===== config.mk =====
export PLATFORM = sky130hd
export DESIGN_NAME = xbus_arbiter
export DESIGN_NICKNAME = d
export VERILOG_FILES = /design/src/rtl/xbus_arbiter.sv
export SDC_FILE = /design/constraint.sdc
export NUM_CORES = 1
export LEC_CHECK = 0
export CAP_MARGIN = 20
export CORE_AREA = 2 2 94 96
export CTS_BUF_LIST = sky130_fd_sc_hd__clkbuf_16
export CTS_CLUSTER_DIAMETER = 40
export CTS_CLUSTER_SIZE = 28
export DETAILED_ROUTE_END_ITERATION = 8
export DIE_AREA = 0 0 96 98
export PLACE_DENSITY_LB_ADDON = 0.15
export SYNTH_ARGS = -nofsm -noshare
export SYNTH_HDL_FRONTEND = slang
export SYNTH_SLANG_ARGS = --single-unit

===== constraint.sdc =====
create_clock -name clk -period 2 [get_ports clk]
set_input_delay 0.2 -clock clk [delete_from_list [all_inputs] [get_ports clk]]
set_output_delay 0.2 -clock clk [all_outputs]
set_load 0.01 [all_outputs]

===== src/rtl/xbus_arbiter.sv =====
// External bus sequencer for the 51 core: multiplexed P0 address/data, P2 high address,
// ALE/PSEN/RD/WR strobes, shared between code fetch and MOVX data requesters.
module xbus_arbiter #(
    parameter int WAIT_CYCLES = 1,
    parameter int ADDR_W      = 16
) (
    input  logic        clk,
    input  logic        reset,
    input  logic        code_req,
    input  logic [15:0] code_addr,
    output logic        code_ack,
    output logic [7:0]  code_rdata,
    input  logic        data_req,
    input  logic        data_we,
    input  logic [15:0] data_addr,
    input  logic [7:0]  data_wdata,
    output logic        data_ack,
    output logic [7:0]  data_rdata,
    output logic        ALE,
    output logic        PSEN,
    output logic        RD,
    output logic        WR,
    output logic [7:0]  p0_out,
    output logic        p0_oe,
    input  logic [7:0]  p0_in,
    output logic [7:0]  p2_out,
    output logic        busy
);

    typedef enum logic [2:0] {
        S_IDLE   = 3'd0,
        S_ADDR   = 3'd1,
        S_LATCH  = 3'd2,
        S_STROBE = 3'd3,
        S_END    = 3'd4
    } state_t;

    state_t      state_q;
    logic        last_data_q;
    logic        is_data_q;
    logic        we_q;
    logic [7:0]  wdata_q;
    logic [2:0]  cnt_q;
    logic        ale_q, psen_q, rd_q, wr_q;
    logic [7:0]  p0_out_q, p2_out_q;
    logic        p0_oe_q;
    logic        code_ack_q, data_ack_q;
    logic [7:0]  code_rdata_q, data_rdata_q;
    logic        busy_q;

    // Data wins only when code is idle or code was served last, so contention alternates.
    logic              gnt_data;
    logic [ADDR_W-1:0] gnt_addr;
    assign gnt_data = data_req & (~code_req | ~last_data_q);
    assign gnt_addr = gnt_data ? data_addr[ADDR_W-1:0] : code_addr[ADDR_W-1:0];

    always_ff @(posedge clk or negedge reset) begin
        if (!reset) begin
            state_q      <= S_IDLE;
            last_data_q  <= 1'b1;
            is_data_q    <= 1'b0;
            we_q         <= 1'b0;
            wdata_q      <= 8'h00;
            cnt_q        <= 3'd0;
            ale_q        <= 1'b0;
            psen_q       <= 1'b1;
            rd_q         <= 1'b1;
            wr_q         <= 1'b1;
            p0_out_q     <= 8'h00;
            p0_oe_q      <= 1'b0;
            p2_out_q     <= 8'hFF;
            code_ack_q   <= 1'b0;
            data_ack_q   <= 1'b0;
            code_rdata_q <= 8'h00;
            data_rdata_q <= 8'h00;
            busy_q       <= 1'b0;
        end else begin
            code_ack_q <= 1'b0;
            data_ack_q <= 1'b0;
            case (state_q)
                S_IDLE: begin
                    if (code_req || data_req) begin
                        // The P0/P2 output registers double as the latched transfer address.
                        state_q     <= S_ADDR;
                        is_data_q   <= gnt_data;
                        last_data_q <= gnt_data;
                        we_q        <= gnt_data & data_we;
                        wdata_q     <= data_wdata;
                        ale_q       <= 1'b1;
                        p0_out_q    <= gnt_addr[7:0];
                        p0_oe_q     <= 1'b1;
                        p2_out_q    <= 8'(gnt_addr >> 8);
                        busy_q      <= 1'b1;
                    end
                end
                S_ADDR: begin
                    state_q <= S_LATCH;
                    ale_q   <= 1'b0;
                end
                S_LATCH: begin
                    state_q <= S_STROBE;
                    cnt_q   <= 3'd0;
                    psen_q  <= is_data_q;
                    rd_q    <= ~(is_data_q & ~we_q);
                    wr_q    <= ~(is_data_q & we_q);
                    p0_oe_q <= we_q;
                    if (we_q) begin
                        p0_out_q <= wdata_q;
                    end
                end
                S_STROBE: begin
                    if (cnt_q == 3'(WAIT_CYCLES)) begin
                        state_q    <= S_END;
                        psen_q     <= 1'b1;
                        rd_q       <= 1'b1;
                        wr_q       <= 1'b1;
                        code_ack_q <= ~is_data_q;
                        data_ack_q <= is_data_q;
                        if (!we_q) begin
                            if (is_data_q) begin
                                data_rdata_q <= p0_in;
                            end else begin
                                code_rdata_q <= p0_in;
                            end
                        end
                    end else begin
                        cnt_q <= cnt_q + 3'd1;
                    end
                end
                S_END: begin
                    state_q <= S_IDLE;
                    p0_oe_q <= 1'b0;
                    busy_q  <= 1'b0;
                end
                default: begin
                    state_q <= S_IDLE;
                end
            endcase
        end
    end

    assign ALE        = ale_q;
    assign PSEN       = psen_q;
    assign RD         = rd_q;
    assign WR         = wr_q;
    assign p0_out     = p0_out_q;
    assign p0_oe      = p0_oe_q;
    assign p2_out     = p2_out_q;
    assign code_ack   = code_ack_q;
    assign data_ack   = data_ack_q;
    assign code_rdata = code_rdata_q;
    assign data_rdata = data_rdata_q;
    assign busy       = busy_q;

endmodule

==> flow_metrics.tcl, run 1 <==
set metrics [dict create \
    rr_startpoint "cnt_q[1]" \
    cts_inserted_buffers 9 \
    cp_data_required_time_ns 2.20 \
    die_h_um 98 \
    die_w_um 96 \
    clock_path_buffers 2 \
    setup_viol 0 \
    syn_to_final_growth_pct 53.0 \
    total_leakage_power_nw 1.64 \
    antenna_found_initial 0 \
    rows 34 \
    gp_congestion 0.799 \
    finalPower_mw 6.22 \
    timing.fmax_mhz 565 \
    critPathLaunchType "register" \
    tns_ns 0 \
    yosys_register_bits 57 \
    cp.arrival_ns 1.97 \
    design.die.area_sq_um 9410 \
    maxCapViolCount 0 \
    outcome "completed" \
    synth_area_per_cell_sq_um 10.6 \
    crit_slowest_cell "dfrtp_1" \
    dpl.hpwl_mm 4.78 \
    ios 93 \
    cp_max_fo 8 \
    finalCritPeriodShare_pct 88.5 \
    crit_path_end_kind "register" \
    postCtsHoldBufs 1 \
    path_cells "inv_1, ha_1, and2b_2, nand3_4, nor3_4, mux2_2" \
    port_buffers 92 \
    final.fill_count 828 \
    grt_max_degree 26 \
    synth.most_common_cell "dfrtp_1" \
    grt_first_pass_wirelength_mm 10.8 \
    vias 2130 \
    skew_ns 0.00639 \
    slew_headroom_pct 64.7 \
    drt_wl_total_mm 6.70 \
    cts-root-buf "clkbuf_16" \
    rr_endpoint "code_rdata[3]" \
    overflow 0 \
    drt-wirelength-per-cell_um 14.8 \
    crit_start "cnt_q[1]" \
    tightestPinTransition_ns 0.529 \
    cts_sinks 57 \
    first_pass_iters 4 \
    cp_top_family "simple AND/OR/NAND/NOR gates" \
    yosysWarnings 0 \
    drive_gt1_share_pct 18.5 \
    hold_viol 0 \
    synth_top_area_share_pct 44.2 \
    final_nets 396 \
    power_density_nw_per_um2 1590 \
    ant_nets 0 \
    grt_usage_pct 15.2 \
    start_util_pct 30.1 \
    ff2ff_path_depth 6 \
    clock_latency_ns 0.32 \
    grt_pass1_vias 2166 \
    drt_iter0_markers 60 \
    synth_ff_type "dfrtp_1" \
    fin_util_pct 46.1 \
    cts_max_level 3 \
    cts_tree "yes" \
    synthArstFlopShare_pct 100 \
    fin_crit_ns 1.77 \
    via_per_inst 4.69 \
    path_class "register to register" \
    core_sq_um 8470 \
    synth_nets 296 \
    synth_edf_count 0 \
    critical_path.max_stage_delay_ns 0.40 \
    yosys.area.top_type "dfrtp_1" \
    min_path_type "primary input to asynchronous set/reset pin" \
    rsz0062_at_grt "no" \
    post_cts_buffers 0 \
    netlist_area_sq_um 2550 \
    synth_common_cells "dfrtp_1, nand2_1, nor2_1" \
    cts_resized 0 \
    ys_seq_area_share_pct 56.6 \
    rrSetupSlack_ns 0.23 \
    ir_worst_vdd_mv 0.496 \
    synth_cell_types 38 \
    postSynthCellCount 241 \
    cp_num_buf_inv 1 \
    path_clk_slew_ns 0.06 \
    yosys-top-cells-area "dfrtp_1, dfstp_2, mux2_2, nand2_1, nor2_1" \
    drc 0 \
    n_antenna_cell 0 \
    final_max_slew_viol_count 0 \
]
==> cell type report <==
class                           count  area [sq um]  area share [%]
Sequential cell                    57          1440            37.0
Timing Repair Buffer              102          1020            26.1
Multi-Input combinational cell    166          1010            26.0
Clock buffer                        9           225            5.77
Tap cell                          108           135            3.46
Clock inverter                      7          47.5            1.22
Inverter                            5          18.8           0.481
==> cell usage in the layout (no fill, tap or decap), types with 2 or more instances in the layout <==
cell,count
nand2b_1,2
dfrtp_1,45
and2_1,2
nor3_4,2
nand2_1,42
clkinv_4,2
buf_12,2
clkinv_2,3
clkbuf_16,9
a2bb2oi_1,9
nor2_1,32
buf_4,7
inv_1,5
a22o_1,2
o21ai_0,2
mux2_2,16
dfstp_2,12
clkdlybuf4s50_1,91
and2b_2,2
clkinvlp_4,2
ha_1,2
a21oi_1,17
a31oi_1,10
o22ai_1,9
==> per-stage QoR <==
stage	instance area (sq um)	setup slack, ns	cells	hold slack, ns
final	3900	0.231	454	0.385
after global routing	3900	0.122	454	0.410
after CTS	3900	0.199	454	0.388
after detailed placement	3620	0.158	437	0.223
after global placement	3620	0.213	437	0.217
after floorplan	2550	0.390	241	-0.0956
==> how the worst max path moves through the flow <==
stage / endpoint / slack (ns) / cells past startpoint
after floorplan: code_rdata[0] / 0.39 / 6
after global placement: p0_out[4] / 0.21 / 5
after detailed placement: p0_out[0] / 0.16 / 5
after CTS: code_rdata[3] / 0.20 / 6
after global routing: code_rdata[3] / 0.12 / 6
final: code_rdata[3] / 0.23 / 6
==> sequential cells by signal, summed over array words and instances, names as in the netlist <==
name / cells
ALE: 1
PSEN: 1
RD: 1
WR: 1
busy: 1
cnt_q: 3
code_ack: 1
code_rdata: 8
data_ack: 1
data_rdata: 8
is_data_q: 1
last_data_q: 1
p0_oe: 1
p0_out: 8
p2_out: 8
state_q: 3
wdata_q: 8
we_q: 1
==> cells by family (layout without fill, tap and decap cells) <==
logic type	after synthesis	after routing	share of synthesized area, %
mux	16	16	7.07
compound gates	58	58	15.5
fa+ha+maj	2	2	0.982
flops	57	57	56.6
buf+inv	18	123	3.68
simple gates	90	90	16.2
==> power by group <==
group	switching, mW	internal (mW)
Combinational	1.21	1.46
Clock	0.548	0.833
Sequential	0.378	1.79
Total	2.14	4.08
==> per-layer routing <==
layer  share of wire, %  routed length [um]  up-vias  GRT usage [%]
met3                5.0                 337       11           4.55
met4                1.9                 127        0           6.04
li1                   -                   -     1040              -
met5                  0                   0        -              0
met1                 47                3160     1024           20.2
met2                 46                3080       55           22.9
==> worst reg2reg max path, delay by kind of cell, from the launching register on <==
kind          cells  cell delay (ns)
fa+ha+maj         1             0.17
flops             1             0.40
simple gates      3             0.64
mux               1             0.38
buf+inv           1             0.06
(Power assumes the default switching activity.)
==> run 2, diff against run 1 <==
Clock period 2 ns to 1.66 ns, I/O delays scaled along.
==> flow_metrics.tcl, run 2 (synthesis results as in run 1) <==
set metrics [dict create \
    outcome "complete, but fails checks" \
    cp_top_family "simple AND/OR/NAND/NOR gates" \
    drc 0 \
    cts_sinks 57 \
    rr_startpoint "cnt_q[1]" \
    grt_first_pass_wirelength_mm 11.2 \
    design.die.area_sq_um 9410 \
    syn_to_final_growth_pct 61.4 \
    crit_cells 7 \
    total_leakage_power_nw 1.77 \
    gp_congestion 0.721 \
    cts_tree "yes" \
    ant_nets 0 \
    path_cells "inv_1, ha_2, and2b_2, nand3_4, nor3_4, buf_12, mux2_4" \
    n_antenna_cell 0 \
    grt_max_degree 25 \
    cp.arrival_ns 1.87 \
    critical_path.max_stage_delay_ns 0.37 \
    skew_ns 0.00642 \
    clock_latency_ns 0.32 \
    hold_viol 0 \
    rrSetupSlack_ns -0.01 \
    start_util_pct 30.1 \
    slew_headroom_pct 65.3 \
    violations "setup timing" \
    vias 2214 \
    core_sq_um 8470 \
    cp_max_fo 8 \
    final_cell_mix "clkdlybuf4s50_1, dfrtp_1, nand2_1" \
    drt-wirelength-per-cell_um 14.2 \
    dp.cells 450 \
    grt_pass1_vias 2306 \
    path_class "register to register" \
    cts_max_level 3 \
    timing.fmax_mhz 599 \
    cp_num_buf_inv 2 \
    die_h_um 98 \
    port_buffers 92 \
    ff2ff_path_depth 7 \
    grt_usage_pct 15.6 \
    power_density_nw_per_um2 1940 \
    antenna_found_initial 0 \
    final_max_slew_viol_count 0 \
    final_nets 411 \
    finalCritPeriodShare_pct 101 \
    drive_gt1_share_pct 21.6 \
    cts_inserted_buffers 9 \
    tns_ns -0.0121 \
    tightestPinTransition_ns 0.520 \
    maxCapViolCount 0 \
    cp_data_required_time_ns 1.86 \
    drt_iter0_markers 83 \
    fin_ws_ns -0.0102 \
    layout_commonest_cell "clkdlybuf4s50_1" \
    rsz0062_at_grt "yes" \
    overflow 0 \
    min_path_type "primary input to asynchronous set/reset pin" \
    path_clk_slew_ns 0.05 \
    first_pass_iters 4 \
    crit_slowest_cell "dfrtp_1" \
    clock_path_buffers 2 \
    rows 34 \
    ir_worst_vdd_mv 0.755 \
    via_per_inst 4.72 \
    fin_crit_ns 1.67 \
    rr_endpoint "code_rdata[5]" \
    critPathLaunchType "register" \
    dpl.hpwl_mm 4.79 \
    ios 93 \
    die_w_um 96 \
    fin_cells 469 \
    drt_wl_total_mm 6.65 \
    cts-root-buf "clkbuf_16" \
    setup_viol 2 \
    crit_path_end_kind "register" \
]
==> run 2: worst max path at each step <==
stage | slack, ns | from | to
2_1_floorplan | 0.05 | cnt_q[1] | code_rdata[0]
3_3_place_gp | -0.02 | data_req | p0_out[6]
3_5_place_dp | -0.05 | code_req | p0_out[6]
4_1_cts | 0.006 | cnt_q[1] | code_rdata[5]
5_1_grt | -0.07 | cnt_q[1] | code_rdata[5]
6_report | -0.01 | cnt_q[1] | code_rdata[5]
==> run 2: area by class of cell <==
class,instances,area [sq um]
fillers,796,4350
flip-flops and latches,57,1440
repair buffers,117,1160
multi-input cells,166,1050
clock buffers,9,225
well taps,108,135
clock inverters,7,86.3
inverters,5,18.8
==> run 2: power breakdown <==
part,leakage (nW),switching [mW],internal (mW),total (mW)
Clock,0.148,0.621,1.29,1.92
Combinational,0.959,1.50,1.95,3.45
Sequential,0.660,0.453,2.16,2.61
==> run 2: stage by stage <==
| step | utilization, % | setup WS, ns | hold slack, ns | power, mW | area (sq um) |
|---|---|---|---|---|---|
| floorplan | - | 0.0500 | -0.130 | 4.32 | 2550 |
| global placement | 44.2 | -0.0158 | 0.146 | 5.95 | 3740 |
| detailed placement | 44.2 | -0.0519 | 0.147 | 6.00 | 3740 |
| CTS | 48.0 | 0.00611 | 0.333 | 7.97 | 4070 |
| global route | 48.6 | -0.0701 | 0.365 | 8.56 | 4110 |
| finish | 48.6 | -0.0102 | 0.326 | 7.98 | 4110 |
==> run 2: layer usage <==
metal / up-vias / wire [um] / GRT usage (%)
li1: 1072 / - / -
met1: 1071 / 2870 / 19.9
met2: 61 / 3270 / 24.7
met3: 10 / 373 / 3.94
met4: 0 / 132 / 6.81
met5: - / 0 / 0
==> run 2: repair_timing <==
action                                 4_1_cts  5_1_grt
setup buffers                                0        2
pin swaps                                    0        1
setup endpoints to repair                    4       21
hold buffers                                 1        0
gates resized for setup                      1       10
endpoints found under the hold margin       14        0
